File: config.mk
export PLATFORM = sky130hd
export DESIGN_NAME = mm_txn_monitor
export DESIGN_NICKNAME = d
export VERILOG_FILES = /design/src/rtl/mm_txn_monitor.sv
export SDC_FILE = /design/constraint.sdc
export NUM_CORES = 1
export LEC_CHECK = 0
export CAP_MARGIN = 20
export CORE_ASPECT_RATIO = 0.8
export CORE_MARGIN = 2
export CORE_UTILIZATION = 56
export CTS_BUF_LIST = sky130_fd_sc_hd__clkbuf_4 sky130_fd_sc_hd__clkbuf_8
export CTS_CLUSTER_DIAMETER = 50
export DETAILED_ROUTE_END_ITERATION = 7
export DONT_BUFFER_PORTS = 1
export MAX_ROUTING_LAYER = met4
export PLACE_DENSITY_LB_ADDON = 0.2
export SLEW_MARGIN = 0
export SYNTH_ARGS = -nofsm -noshare
export SYNTH_HDL_FRONTEND = slang
export SYNTH_SLANG_ARGS = --single-unit
File: constraint.sdc
create_clock -name clk -period 8.45 [get_ports clk]
set_clock_uncertainty 0.05 [all_clocks]
set_input_delay 2.535 -clock clk [delete_from_list [all_inputs] [get_ports clk]]
set_output_delay 2.535 -clock clk [all_outputs]
set_load 0.02 [all_outputs]
File: src/rtl/mm_txn_monitor.sv
// mm_txn_monitor: passive monitor for a memory-mapped bus that matches in-order read responses to their request addresses
// Ports:
//   clk, reset_n              clock, asynchronous active-low reset
//   mm_address/read/write     observed request (accepted when mm_waitrequest is low)
//   mm_readdata/readdatavalid observed in-order read response
//   err_clear                 synchronous clear of sticky error flags
//   rsp_valid/addr/data       one-cycle pulse with the matched request address and response data
//   pending                   outstanding accepted reads
//   rd_count, wr_count        saturating accepted read/write totals
//   err_*                     sticky error flags, err_any is their OR
module mm_txn_monitor #(
    parameter int ADDR_W      = 32,
    parameter int DATA_W      = 32,
    parameter int MAX_PENDING = 8,
    parameter int TIMEOUT     = 256,
    parameter int CNT_W       = 16,
    localparam int PW         = $clog2(MAX_PENDING + 1)
) (
    input  logic              clk,
    input  logic              reset_n,
    input  logic [ADDR_W-1:0] mm_address,
    input  logic              mm_read,
    input  logic              mm_write,
    input  logic              mm_waitrequest,
    input  logic [DATA_W-1:0] mm_readdata,
    input  logic              mm_readdatavalid,
    input  logic              err_clear,
    output logic              rsp_valid,
    output logic [ADDR_W-1:0] rsp_addr,
    output logic [DATA_W-1:0] rsp_data,
    output logic [PW-1:0]     pending,
    output logic [CNT_W-1:0]  rd_count,
    output logic [CNT_W-1:0]  wr_count,
    output logic              err_overflow,
    output logic              err_unexpected,
    output logic              err_timeout,
    output logic              err_rw_conflict,
    output logic              err_any
);
    localparam int AW = $clog2(MAX_PENDING);
    localparam int TW = $clog2(TIMEOUT + 1);

    logic [ADDR_W-1:0] mem [MAX_PENDING];
    logic [AW-1:0]     wr_ptr, rd_ptr;
    logic [TW-1:0]     age, age_nxt;
    logic              rd_acc, wr_acc, full, pop, push, ovf, unexp, tmo, conflict;

    always_comb begin
        conflict = mm_read & mm_write;
        rd_acc   = mm_read & ~mm_write & ~mm_waitrequest;
        wr_acc   = mm_write & ~mm_read & ~mm_waitrequest;
        full     = pending == PW'(MAX_PENDING);
        pop      = mm_readdatavalid & (pending != '0);
        unexp    = mm_readdatavalid & (pending == '0);
        // a pop frees a slot in the same cycle, so a full tracker still accepts
        push     = rd_acc & (~full | pop);
        ovf      = rd_acc & full & ~pop;
        // age follows the oldest entry: restart on each pop and while empty
        age_nxt  = (pop | (pending == '0)) ? '0 : (age == TW'(TIMEOUT) ? age : age + 1'b1);
        // fire once on arrival at TIMEOUT, not on every saturated cycle
        tmo      = (age != TW'(TIMEOUT)) & (age_nxt == TW'(TIMEOUT));
    end

    always_ff @(posedge clk) begin
        if (push) mem[wr_ptr] <= mm_address;
    end

    always_ff @(posedge clk or negedge reset_n) begin
        if (!reset_n) begin
            wr_ptr          <= '0;
            rd_ptr          <= '0;
            pending         <= '0;
            age             <= '0;
            rd_count        <= '0;
            wr_count        <= '0;
            rsp_valid       <= 1'b0;
            rsp_addr        <= '0;
            rsp_data        <= '0;
            err_overflow    <= 1'b0;
            err_unexpected  <= 1'b0;
            err_timeout     <= 1'b0;
            err_rw_conflict <= 1'b0;
        end else begin
            if (push) wr_ptr <= (wr_ptr == AW'(MAX_PENDING - 1)) ? '0 : wr_ptr + 1'b1;
            if (pop) begin
                rd_ptr   <= (rd_ptr == AW'(MAX_PENDING - 1)) ? '0 : rd_ptr + 1'b1;
                rsp_addr <= mem[rd_ptr];
                rsp_data <= mm_readdata;
            end
            rsp_valid       <= pop;
            pending         <= pending + PW'(push) - PW'(pop);
            age             <= age_nxt;
            if (rd_acc && rd_count != '1) rd_count <= rd_count + 1'b1;
            if (wr_acc && wr_count != '1) wr_count <= wr_count + 1'b1;
            err_overflow    <= ovf | (err_overflow & ~err_clear);
            err_unexpected  <= unexp | (err_unexpected & ~err_clear);
            err_timeout     <= tmo | (err_timeout & ~err_clear);
            err_rw_conflict <= conflict | (err_rw_conflict & ~err_clear);
        end
    end

    assign err_any = err_overflow | err_unexpected | err_timeout | err_rw_conflict;
endmodule

; Word level (Yosys, flattened, before mapping)
; Memory sizes are Yosys's and may differ from the RTL's. A register that Yosys moved wholly into a read port is not among the register bits.
; Index checks and enable logic that the tools add are counted.
[totals]
ff_bits = 88
latchBits = 0
mem_bits_rw = 256
rom_bits = 0
inputBits = 71
elab_cells = 69
n_memories = 1
[op_classes]
add_sub_neg = 7
mul = 0
div_mod_pow = 0
order_cmp = 0
n_eq_ne = 8
n_shift = 0
n_mux = 6
n_bitwise = 30
n_reduce_logical = 5
[mem_list]
columns = memory, words, word_bits, rd, rd_ports_with_merged_regs, wr, line_no
row1 = mem, 8, 32, 1, 1, 1, 43  ; logic [ADDR_W-1:0] mem [MAX_PENDING];
[ops]
columns = cell, count
row1 = "16-bit by 1-bit adder with 16-bit output, second input constant", 2
row2 = "16-bit != test, second input constant", 2
row3 = "9-bit == test, second input constant", 2
row4 = 9-bit 2-to-1 mux, 2
row5 = 1-bit bitwise AND, 15
row6 = "9-bit by 1-bit adder with 9-bit output, second input constant", 1
row7 = "9-bit != test, second input constant", 1
row8 = 1-bit bitwise OR, 9
row9 = "3-bit by 1-bit adder with 3-bit output, second input constant", 2
row10 = "3-bit == test, second input constant", 2
row11 = 3-bit 2-to-1 mux, 2
row12 = 1-bit NOT, 6
row13 = 4-bit by 1-bit adder with 4-bit output, 1
row14 = "4-bit == test, second input constant", 1
row15 = 4-bit logical NOT, 1
row16 = 4-bit nonzero test, 1
row17 = 4-bit by 1-bit subtractor with 4-bit output, 1
row18 = 1-bit logical AND, 2
row19 = 1-bit 2-to-1 mux, 2
row20 = 1-bit logical NOT, 1

; Longest topological paths before layout
; Gate-level depths: netlist of run 1.
[depth]
depth_word = 7
depth_mapped = 12

; Worst setup path after synthesis of run 1
; No wires, ideal clock.
[synth_timing]
kind = input-to-reg
start = input mm_waitrequest
end = memory mem[2][0] (enable)
arrival_time_ps = 5872
path_slack_ps = 2061
stages = 5
cell_sequence = or3b_4 > buf_6 > a31oi_2 > nand2b_1 > nor3b_1
[synth_via]
elab_chain_cells = 5
[synth_rtl]
columns = element, line_no
row1 = "start, declared", 24  ; input logic mm_waitrequest,
row2 = 1-bit NOT, 50  ; rd_acc = mm_read & ~mm_write & ~mm_waitrequest;
row3 = 1-bit bitwise AND, 50
row4 = 1-bit bitwise AND, 56  ; push = rd_acc & (~full | pop);
row5 = 1-bit 2-to-1 mux, 65  ; if (push) mem[wr_ptr] <= mm_address;
row6 = 1-bit 2-to-1 mux (not written as such), 65
row7 = "end, declared", 43
; Every way passes these cells.

; Worst setup path in the final report of run 1
[layout_timing]
start = input mm_waitrequest
end = memory mem[2][29] (enable)
; The elaborated chain is that of the path after synthesis.

==> impl_metrics.tcl, run 1 <==
set metrics [dict create \
    hold_path_class "flop to flop" \
    met3_usage 0.0584 \
    avgSynthCellArea_um2 17.8 \
    drc 0 \
    mostFrequentLayoutCells "edfxtp_1 (256), dfrtp_1 (117), mux4_2 (64), clkbuf_8 (64), nand2_1 (50)" \
    use_met1 0.289 \
    post-cts-setup-buffers 0 \
    yosys.area.top_type "edfxtp_1" \
    synthArstFlopShare 0.319 \
    die_area_um2 27800 \
    synth_warnings 0 \
    cts_tree "done" \
    antenna_found_initial 0 \
    overflow 0 \
    drv_cap 0 \
    clkTransAtPathRegs_ps 60 \
    worstPathMaxFanout 24 \
    clockBufferDepth 3 \
    busiest_layer "met2" \
    cts_buffers 55 \
    fin_crit_sh 0.552 \
    antenna_cells 0 \
    status "completed" \
    die_h_um 150 \
    vdd.ir_drop.worst_mv 0.156 \
    tns_ps 0 \
    path_class "input pin to flop" \
    synth-seq-cells 376 \
    fmax_ghz 0.214 \
    vias 7516 \
    first_global_vias 7904 \
    cts-resized-gates 0 \
    fp-row-count 53 \
    pin_count 177 \
    ant_nets 0 \
    ys.flop_type "edfxtp_1" \
    max_stage_delay_ps 710 \
    hold_buffers 0 \
    synth.area.top_cells "edfxtp_1 (52%), dfrtp_1 (20%), mux4_2 (9.7%)" \
    final_common_cell "edfxtp_1" \
    area_growth_pct 11.1 \
    worstPathCellList "or3b_4 -> a31oi_2 -> nand2b_1 -> nor3b_2 -> buf_4" \
    cp.required_ps 8610 \
    dp.final_hpwl_um 17600 \
    die_width_um 186 \
    gp_congestion 0.858 \
    finish.utilization 0.630 \
    viasPerCell 5.93 \
    finalSetupViolCount 0 \
    core_um2 26200 \
    grt_max_degree 121 \
    grt_pass1_wl_um 44500 \
    drt_first_iter_violations 415 \
    numClockSinks 376 \
    slew_viol_final 0 \
    synth_edf_count 256 \
    track_usage 0.218 \
    power_density_nw_per_um2 307 \
    drive_gt1_frac 0.260 \
    wl_per_cell_um 22.8 \
    fin_crit_ps 4670 \
    synth_nets 918 \
    synthCells 832 \
    crit_path_top_delay_cell "nor3b_2" \
    synth_cell_types 50 \
    drt_first_pass_iters 5 \
    leakagePower_uw 0.00595 \
    syn_area_um2 14800 \
    cts_htree_levels 2 \
    port_buffers 0 \
    initial_core_util 0.567 \
    worst_slack_ps 3780 \
    report.final.hold_viol_count 0 \
    post-place-ws_ps 3170 \
    worstSkewPairLatency_ps 570 \
    wl_um 28900 \
    crit_arrival_ps 4830 \
    cts-root-buf "clkbuf_8" \
    timing.hold.ws_ps 527 \
    end_kind "flop" \
    tightestPinTransition_ps 970 \
    cp_top_family "simple AND/OR/NAND/NOR gates" \
    synth-seq-area-share 0.720 \
    nets 953 \
    yosysTopAreaCellShare 0.518 \
    max_slew_margin 0.353 \
    crit_buf_inv 1 \
    start_kind "input pin" \
    grt_use_met2 0.342 \
    rsz0062_at_grt "false" \
]
[state kept, by name, indices dropped and copies added (netlist names)]
register and flops:
err_timeout 1, rsp_data 32, err_unexpected 1, rd_ptr 3, err_overflow 1, rsp_addr 32
err_rw_conflict 1, mem 256, wr_count 16, wr_ptr 3, age 9, rd_count 16
pending 4, rsp_valid 1
[per-layer routing]
metal | share of wire | vias up
met5 | 0 | -
met4 | 0.015 | 0
li1 | - | 3315
met3 | 0.079 | 42
met1 | 0.43 | 3887
met2 | 0.48 | 272
[stage by stage]
step           instance area, µm²  cells  total power [µW]
4_1_cts                     16400   1264              5130
2_1_floorplan               14800    832              3340
3_3_place_gp                15300   1163              3580
6_report                    16500   1267              5070
5_1_grt                     16500   1267              5330
3_5_place_dp                15300   1164              3630
[power breakdown]
group          switching (µW)  internal, µW  total, µW
sequential                417          2190       2600
combinational             458           507        965
clock                     666           833       1500
total                    1540          3530       5070
[layout make-up]
class	instances	area, µm²
sequential	376	10700
fill	1864	9700
multi-input combinational	399	3960
clock buffer	82	1020
tap	357	447
timing repair buffer	16	155
clock inverter	18	145
inverter	19	71.3
[synthesized netlist by cell type, drive strengths merged, types with 6 or more instances]
cell type,instances
or3,6
clkbuf,17
xnor2,16
nor2,15
o21ai,40
nor3,6
o2111ai,6
dfrtp,120
nor3b,6
xor2,14
mux2i,34
ha,14
inv,19
a21oi,9
nand3,14
nand4,11
edfxtp,256
nand2,50
buf,21
mux4,64
mux2,41
[worst register-to-register path, delay by kind of cell (launching register included)]
family | cells | cell delay, ps
AND/OR/NAND/NOR | 3 | 1170
adder cells (fa/ha/maj) | 1 | 280
buffers and inverters | 2 | 640
AO/OA/AOI/OAI | 1 | 320
flip-flops | 1 | 490
[path summary, 6_finish.rpt]
check,start,end,slack (ps),depth (start not counted)
max,mm_waitrequest,mem[2][29]$_DFFE_PP_,3780,5
min,wr_ptr[0]$_DFFE_PN0P_,wr_ptr[0]$_DFFE_PN0P_,530,2
max reg2reg,pending[2]$_DFF_PN0_,mem[2][29]$_DFFE_PP_,5130,7
min reg2reg,wr_ptr[0]$_DFFE_PN0P_,wr_ptr[0]$_DFFE_PN0P_,530,2
max in group asynchronous,reset_n,rd_ptr[0]$_DFFE_PN0N_,6570,0
min in group asynchronous,reset_n,rsp_data[2]$_DFFE_PN0N_,1600,0
[logic make-up after synthesis]
logic type	Yosys count	share of synthesized area
AOI/OAI and AO/OA	77	0.0323
DFF	376	0.720
muxes	139	0.151
xor gates and xnor gates	30	0.0177
and+or+nand+nor	138	0.0490
adders and majority gates	15	0.0132
buffers and inverters	57	0.0163
No activity file was read; power rests on OpenSTA's default activity.
==> run 2: changes to the inputs <==
--- a/config.mk
+++ b/config.mk
@@ -5,6 +5,7 @@
 export SDC_FILE = /design/constraint.sdc
 export NUM_CORES = 1
 export LEC_CHECK = 0
+export ABC_AREA = 1
 export CAP_MARGIN = 20
 export CORE_ASPECT_RATIO = 0.8
 export CORE_MARGIN = 2
==> constraint.sdc (replaced) <==
create_clock -name clk -period 4 [get_ports clk]
set_clock_uncertainty 0.05 [all_clocks]
set_input_delay 1.2 -clock clk [delete_from_list [all_inputs] [get_ports clk]]
set_output_delay 1.2 -clock clk [all_outputs]
set_load 0.02 [all_outputs]
==> run 2 against run 1 <==
Flip-flop and latch count is the same. Count of clock-buffer cells in the layout grew 14. Hold slack lost 270 ps. Wire length grew 16%. Design area grew 1.9%. Via count grew 31%. First-iteration DRC count grew 85%. Sequential share of layout area shrank 1.2 points. Sequential power grew 110%. Power grew 120%. Combinational power grew to 2.5 times the previous value. Critical path type is now flop to flop. Highest routed layer unchanged.
==> impl_metrics.tcl, run 2 <==
set metrics [dict create \
    status "completed" \
    synth_commonest_cells "nand2_1 (279), edfxtp_1 (256), nor2_1 (168), dfrtp_1 (120), o21ai_0 (117)" \
    numClockSinks 376 \
    clkTransAtPathRegs_ps 60 \
    final_common_cell "nand2_1" \
    avgSynthCellArea_um2 11.8 \
    drv_cap 0 \
    port_buffers 0 \
    fp-row-count 54 \
    clockBufferDepth 3 \
    antenna_cells 0 \
    cts-resized-gates 0 \
    hold_path_class "input pin to async pin" \
    mostFrequentLayoutCells "nand2_1 (278), edfxtp_1 (256), nor2_1 (160)" \
    r2r-end "pending[2]$_DFF_PN0_" \
    largest_reg_flops 256 \
    synth_edf_count 256 \
    area_growth_pct 10.1 \
    synth_compound_area_frac 0.0893 \
    worstReg2RegStart "pending[1]$_DFF_PN0_" \
    regMostFlops "mem" \
    viasPerCell 5.70 \
    grt_pass1_wl_um 51600 \
    track_usage 0.238 \
    synthArstFlopShare 0.319 \
    fin_crit_ps 2950 \
    drt_first_pass_iters 5 \
    antenna_found_initial 0 \
    fin_crit_sh 0.737 \
    drive_gt1_frac 0.111 \
    vias 9841 \
    post-cts-setup-buffers 0 \
    path_class "flop to flop" \
    leakagePower_uw 0.00644 \
    first_global_vias 9232 \
    synthCells 1298 \
    synth_warnings 0 \
    ant_nets 0 \
    wl_per_cell_um 19.4 \
    report.final.hold_viol_count 0 \
    max_stage_delay_ps 600 \
    finalSetupViolCount 0 \
    syn_area_um2 15300 \
    synth-seq-cells 376 \
    crit_arrival_ps 3350 \
    cts_buffers 58 \
    synth-seq-area-share 0.700 \
    fillers 2051 \
    max_slew_margin 0.417 \
    nets 1398 \
    p_total_uw 11100 \
    reg2reg_depth 11 \
    core_um2 27000 \
    die_area_um2 28600 \
    grt_max_degree 121 \
    cts_tree "done" \
    vdd.ir_drop.worst_mv 0.372 \
    cts_htree_levels 2 \
    dp.final_hpwl_um 19800 \
    drc 0 \
    power_density_nw_per_um2 659 \
    crit_path_top_delay_cell "buf_4" \
    synth_cell_types 36 \
    worstPathMaxFanout 65 \
    wl_um 33600 \
    synthXorXnorAreaFrac 0.0171 \
    yosysMostFrequentCell "nand2_1" \
    synthSimpleGateAreaFrac 0.143 \
    cp.required_ps 4400 \
    synthMuxAreaShare 0 \
    drt_first_iter_violations 766 \
    worstSkewPairLatency_ps 590 \
    yosysTopAreaCellShare 0.504 \
    rsz0062_at_grt "false" \
    synth_nets 1384 \
    r2r_slack_ps 1050 \
    gp_congestion 0.845 \
    hold_buffers 0 \
    ys.flop_type "edfxtp_1" \
    overflow 0 \
    pin_count 177 \
    synth.area.top_cells "edfxtp_1 (50%), dfrtp_1 (20%), nand2_1 (6.9%)" \
    start_kind "flop" \
    synth-adder-area-share 0.0128 \
    final_area_um2 16800 \
    slew_viol_final 0 \
    end_kind "flop" \
    cts-root-buf "clkbuf_8" \
    die_h_um 152 \
    fmax_ghz 0.339 \
    tightestPinTransition_ps 873 \
    initial_core_util 0.565 \
    die_width_um 189 \
    tns_ps 0 \
    placed_cell_area_um2 15600 \
    worstPathCellList "nor2_1 -> nand2_1 -> nand2_2 -> buf_4 -> inv_2 -> ha_1 -> inv_1 -> ha_1 -> inv_1 -> fa_1 -> xnor2_1" \
    synth_top_family_by_area "simple AND/OR/NAND/NOR gates" \
    top_regs "mem: 256 flops, rsp_addr: 32 flops, rsp_data: 32 flops" \
    yosys.area.top_type "edfxtp_1" \
]
run 2: cell count changes after synthesis, sizes merged, moves of 9 or more:
cell,previous run,this run
nand2,50,283
nor2,15,172
o21ai,40,145
mux4,64,0
o221ai,0,55
nand3,14,57
mux2,41,0
inv,19,55
mux2i,34,0
clkbuf,17,35
o22ai,0,11
buf,21,30
run 2: metal layers:
metal  up-vias  share of wire  track usage
li1       4592              -            -
met1      4836           0.44        0.333
met2       370           0.47        0.361
met3        43          0.072       0.0539
met4         0          0.015       0.0566
met5         -              0            -
run 2: cells by family after synthesis:
family	after synthesis
adders and majority gates	15
and+or+nand+nor	534
xor gates and xnor gates	29
buffers and inverters	121
DFF	376
AOI/OAI and AO/OA	223
run 2: critical path, delay by kind of cell, from the launching register on:
kind,cells,cell delay (ps)
adder cells (fa/ha/maj),3,810
buffers and inverters,4,780
AND/OR/NAND/NOR,3,520
flip-flops,1,510
XOR/XNOR,1,130
run 2: through the flow:
| stage | util | setup slack, ps | instances | hold slack (ps) |
|---|---|---|---|---|
| after global routing | 0.622 | 828 | 1726 | 207 |
| after detailed placement | 0.578 | 792 | 1616 | 524 |
| final | 0.622 | 1050 | 1726 | 256 |
| after global placement | 0.578 | 833 | 1616 | 529 |
| after floorplan | - | 428 | 1298 | 490 |
| after CTS | 0.622 | 1040 | 1726 | 223 |
run 2: power by group:
part,internal (µW),switching [µW]
Clock,1750,1440
Combinational,784,1660
Sequential,4620,809
Total,7160,3910
run 2: how the worst max path moves through the flow:
stage / start / end / slack [ps] / depth (start not counted)
after floorplan: mm_waitrequest / mem[1][0]$_DFFE_PP_ / 430 / 7
after global placement: mm_readdatavalid / pending[1]$_DFF_PN0_ / 830 / 9
after detailed placement: mm_waitrequest / mem[1][18]$_DFFE_PP_ / 790 / 8
after CTS: pending[1]$_DFF_PN0_ / pending[2]$_DFF_PN0_ / 1040 / 11
after global routing: pending[1]$_DFF_PN0_ / pending[2]$_DFF_PN0_ / 830 / 11
final: pending[1]$_DFF_PN0_ / pending[2]$_DFF_PN0_ / 1050 / 11
run 2: cell type report:
class | instances | area (µm²) | share of cell area
sequential | 376 | 10700 | 0.637
tap | 364 | 455 | 0.0271
timing repair buffer | 19 | 193 | 0.0115
clock buffer | 96 | 1110 | 0.0660
clock inverter | 14 | 73.8 | 0.00439
inverter | 56 | 211 | 0.0126
multi-input combinational | 801 | 4060 | 0.242
==> run 3: changes to the inputs <==
==> constraint.sdc (replaced) <==
create_clock -name clk -period 2.4 [get_ports clk]
set_clock_uncertainty 0.05 [all_clocks]
set_input_delay 0.72 -clock clk [delete_from_list [all_inputs] [get_ports clk]]
set_output_delay 0.72 -clock clk [all_outputs]
set_load 0.02 [all_outputs]
==> run 3 against run 2 <==
The flow now finishes with violations (negative hold slack). Count of clock-buffer cells in the layout fell by 16. Setup slack got worse by 910 ps. Global-route usage rose by 0.23 points. Design area grew 1.5%. Maximum frequency up 31%. First-iteration DRC count up 16%. Sequential share of layout area decreased by 0.93 points. Combinational power increased by 84%. Sequential power grew 63%. Wire length is 0.80% higher. Register-to-register slack got worse by 910 ps. Core utilization increased by 0.91 points. Critical endpoint is now mem[4][4]$_DFFE_PP_.
==> impl_metrics.tcl, run 3 (synthesis results as in run 2) <==
set metrics [dict create \
    antenna_cells 0 \
    fp-row-count 54 \
    drt_first_pass_iters 5 \
    vias 9899 \
    cts_htree_levels 2 \
    die_area_um2 28600 \
    hold_path_class "input pin to async pin" \
    dp.final_hpwl_um 20200 \
    worstPathMaxFanout 20 \
    core_um2 27000 \
    cts-root-buf "clkbuf_8" \
    final_common_cell "nand2_1" \
    vdd.ir_drop.worst_mv 0.936 \
    post-place-ws_ps 20.0 \
    r2r_slack_ps 140 \
    tightestPinTransition_ps 867 \
    wl_um 33800 \
    clockBufferDepth 3 \
    cts_buffers 57 \
    fmax_ghz 0.443 \
    tns_ps 0 \
    nets 1419 \
    fin_crit_sh 0.940 \
    ant_nets 0 \
    cts_tree "done" \
    drive_gt1_frac 0.118 \
    max_slew_margin 0.422 \
    port_buffers 0 \
    met3_usage 0.0546 \
    path_class "flop to flop" \
    timing.hold.ws_ps -232 \
    slew_viol_final 0 \
    antenna_found_initial 0 \
    first_global_vias 9393 \
    fin_crit_ps 2260 \
    drv_cap 0 \
    track_usage 0.241 \
    initial_core_util 0.565 \
    p_total_uw 18500 \
    largest_reg_flops 256 \
    regMostFlops "mem" \
    violations "negative hold slack" \
    top_regs "mem: 256 flops, rsp_addr: 32 flops, rsp_data: 32 flops" \
    finalSetupViolCount 0 \
    numClockSinks 376 \
    area_growth_pct 11.7 \
    worst_slack_ps 144 \
    grt_max_degree 131 \
    rsz0062_at_grt "false" \
    busiest_layer "met1" \
    end_kind "flop" \
    crit_start "pending[3]$_DFF_PN0_" \
    clkTransAtPathRegs_ps 60 \
    mostFrequentLayoutCells "nand2_1 (277), edfxtp_1 (256), nor2_1 (160)" \
    drc 0 \
    worstSkewPairLatency_ps 600 \
    gp_congestion 0.857 \
    pin_count 177 \
    crit_arrival_ps 2500 \
    wl_per_cell_um 19.4 \
    post-cts-setup-buffers 0 \
    power_density_nw_per_um2 1080 \
    leakagePower_uw 0.00655 \
    viasPerCell 5.68 \
    drt_first_iter_violations 889 \
    worstReg2RegStart "pending[3]$_DFF_PN0_" \
    grt_pass1_wl_um 51900 \
    start_kind "flop" \
    overflow 0 \
    die_h_um 152 \
    cp.required_ps 2640 \
    fillers 2092 \
    use_met1 0.348 \
    status "finished with violations" \
    die_width_um 189 \
    grt_use_met2 0.344 \
    report.final.hold_viol_count 120 \
]
==> run 3: report_power, final <==
group | switching (µW) | total [µW] | internal [µW]
clock | 2370 | 5150 | 2770
combinational | 3030 | 4510 | 1480
sequential | 1140 | 8840 | 7700
total | 6540 | 18500 | 12000
==> run 3: worst max-delay path, stage by stage, from the launching register on <==
cell and delay, ps:
dfrtp_1 370, buf_4 160, ha_1 190, nand3_1 130
nand2_2 90, buf_4 160, inv_1 90, nand2_1 240
nor2_4 250, buf_12 210
==> run 3: worst paths after layout <==
kind	cells after the start	end
max	9	mem[4][4]$_DFFE_PP_
max reg2reg	9	mem[4][4]$_DFFE_PP_
min reg2reg	2	wr_ptr[0]$_DFFE_PN0P_
max in group asynchronous	0	rd_ptr[0]$_DFFE_PN0N_
min in group clk	0	mem[2][19]$_DFFE_PP_
min	0	rsp_addr[10]$_DFFE_PN0N_
==> run 3: per-layer routing <==
layer	wire [µm]	vias up
li1	-	4638
met1	15500	4844
met2	15000	356
met3	2580	61
met4	684	0
met5	0	-
==> run 3: final cells by class <==
class                           count  area [µm²]  share of cell area
Timing Repair Buffer               41         483              0.0283
Multi-Input combinational cell    801        4080               0.239
Tap cell                          364         455              0.0267
Clock inverter                     24         130             0.00763
Inverter                           56         211              0.0124
Sequential cell                   376       10700               0.627
Clock buffer                       80         995              0.0584
==> run 3: through the flow <==
step | utilization | area (µm²) | std cells
after floorplan | - | 15300 | 1298
final | 0.631 | 17000 | 1742
after global routing | 0.631 | 17000 | 1742
after CTS | 0.630 | 17000 | 1742
after detailed placement | 0.589 | 15900 | 1638
after global placement | 0.589 | 15900 | 1638
==> run 3: repair_timing <==
action | 4_1_cts | 5_1_grt
resized for setup | 0 | 4
endpoints found under the hold margin | 120 | 120
setup endpoints to repair | 0 | 155
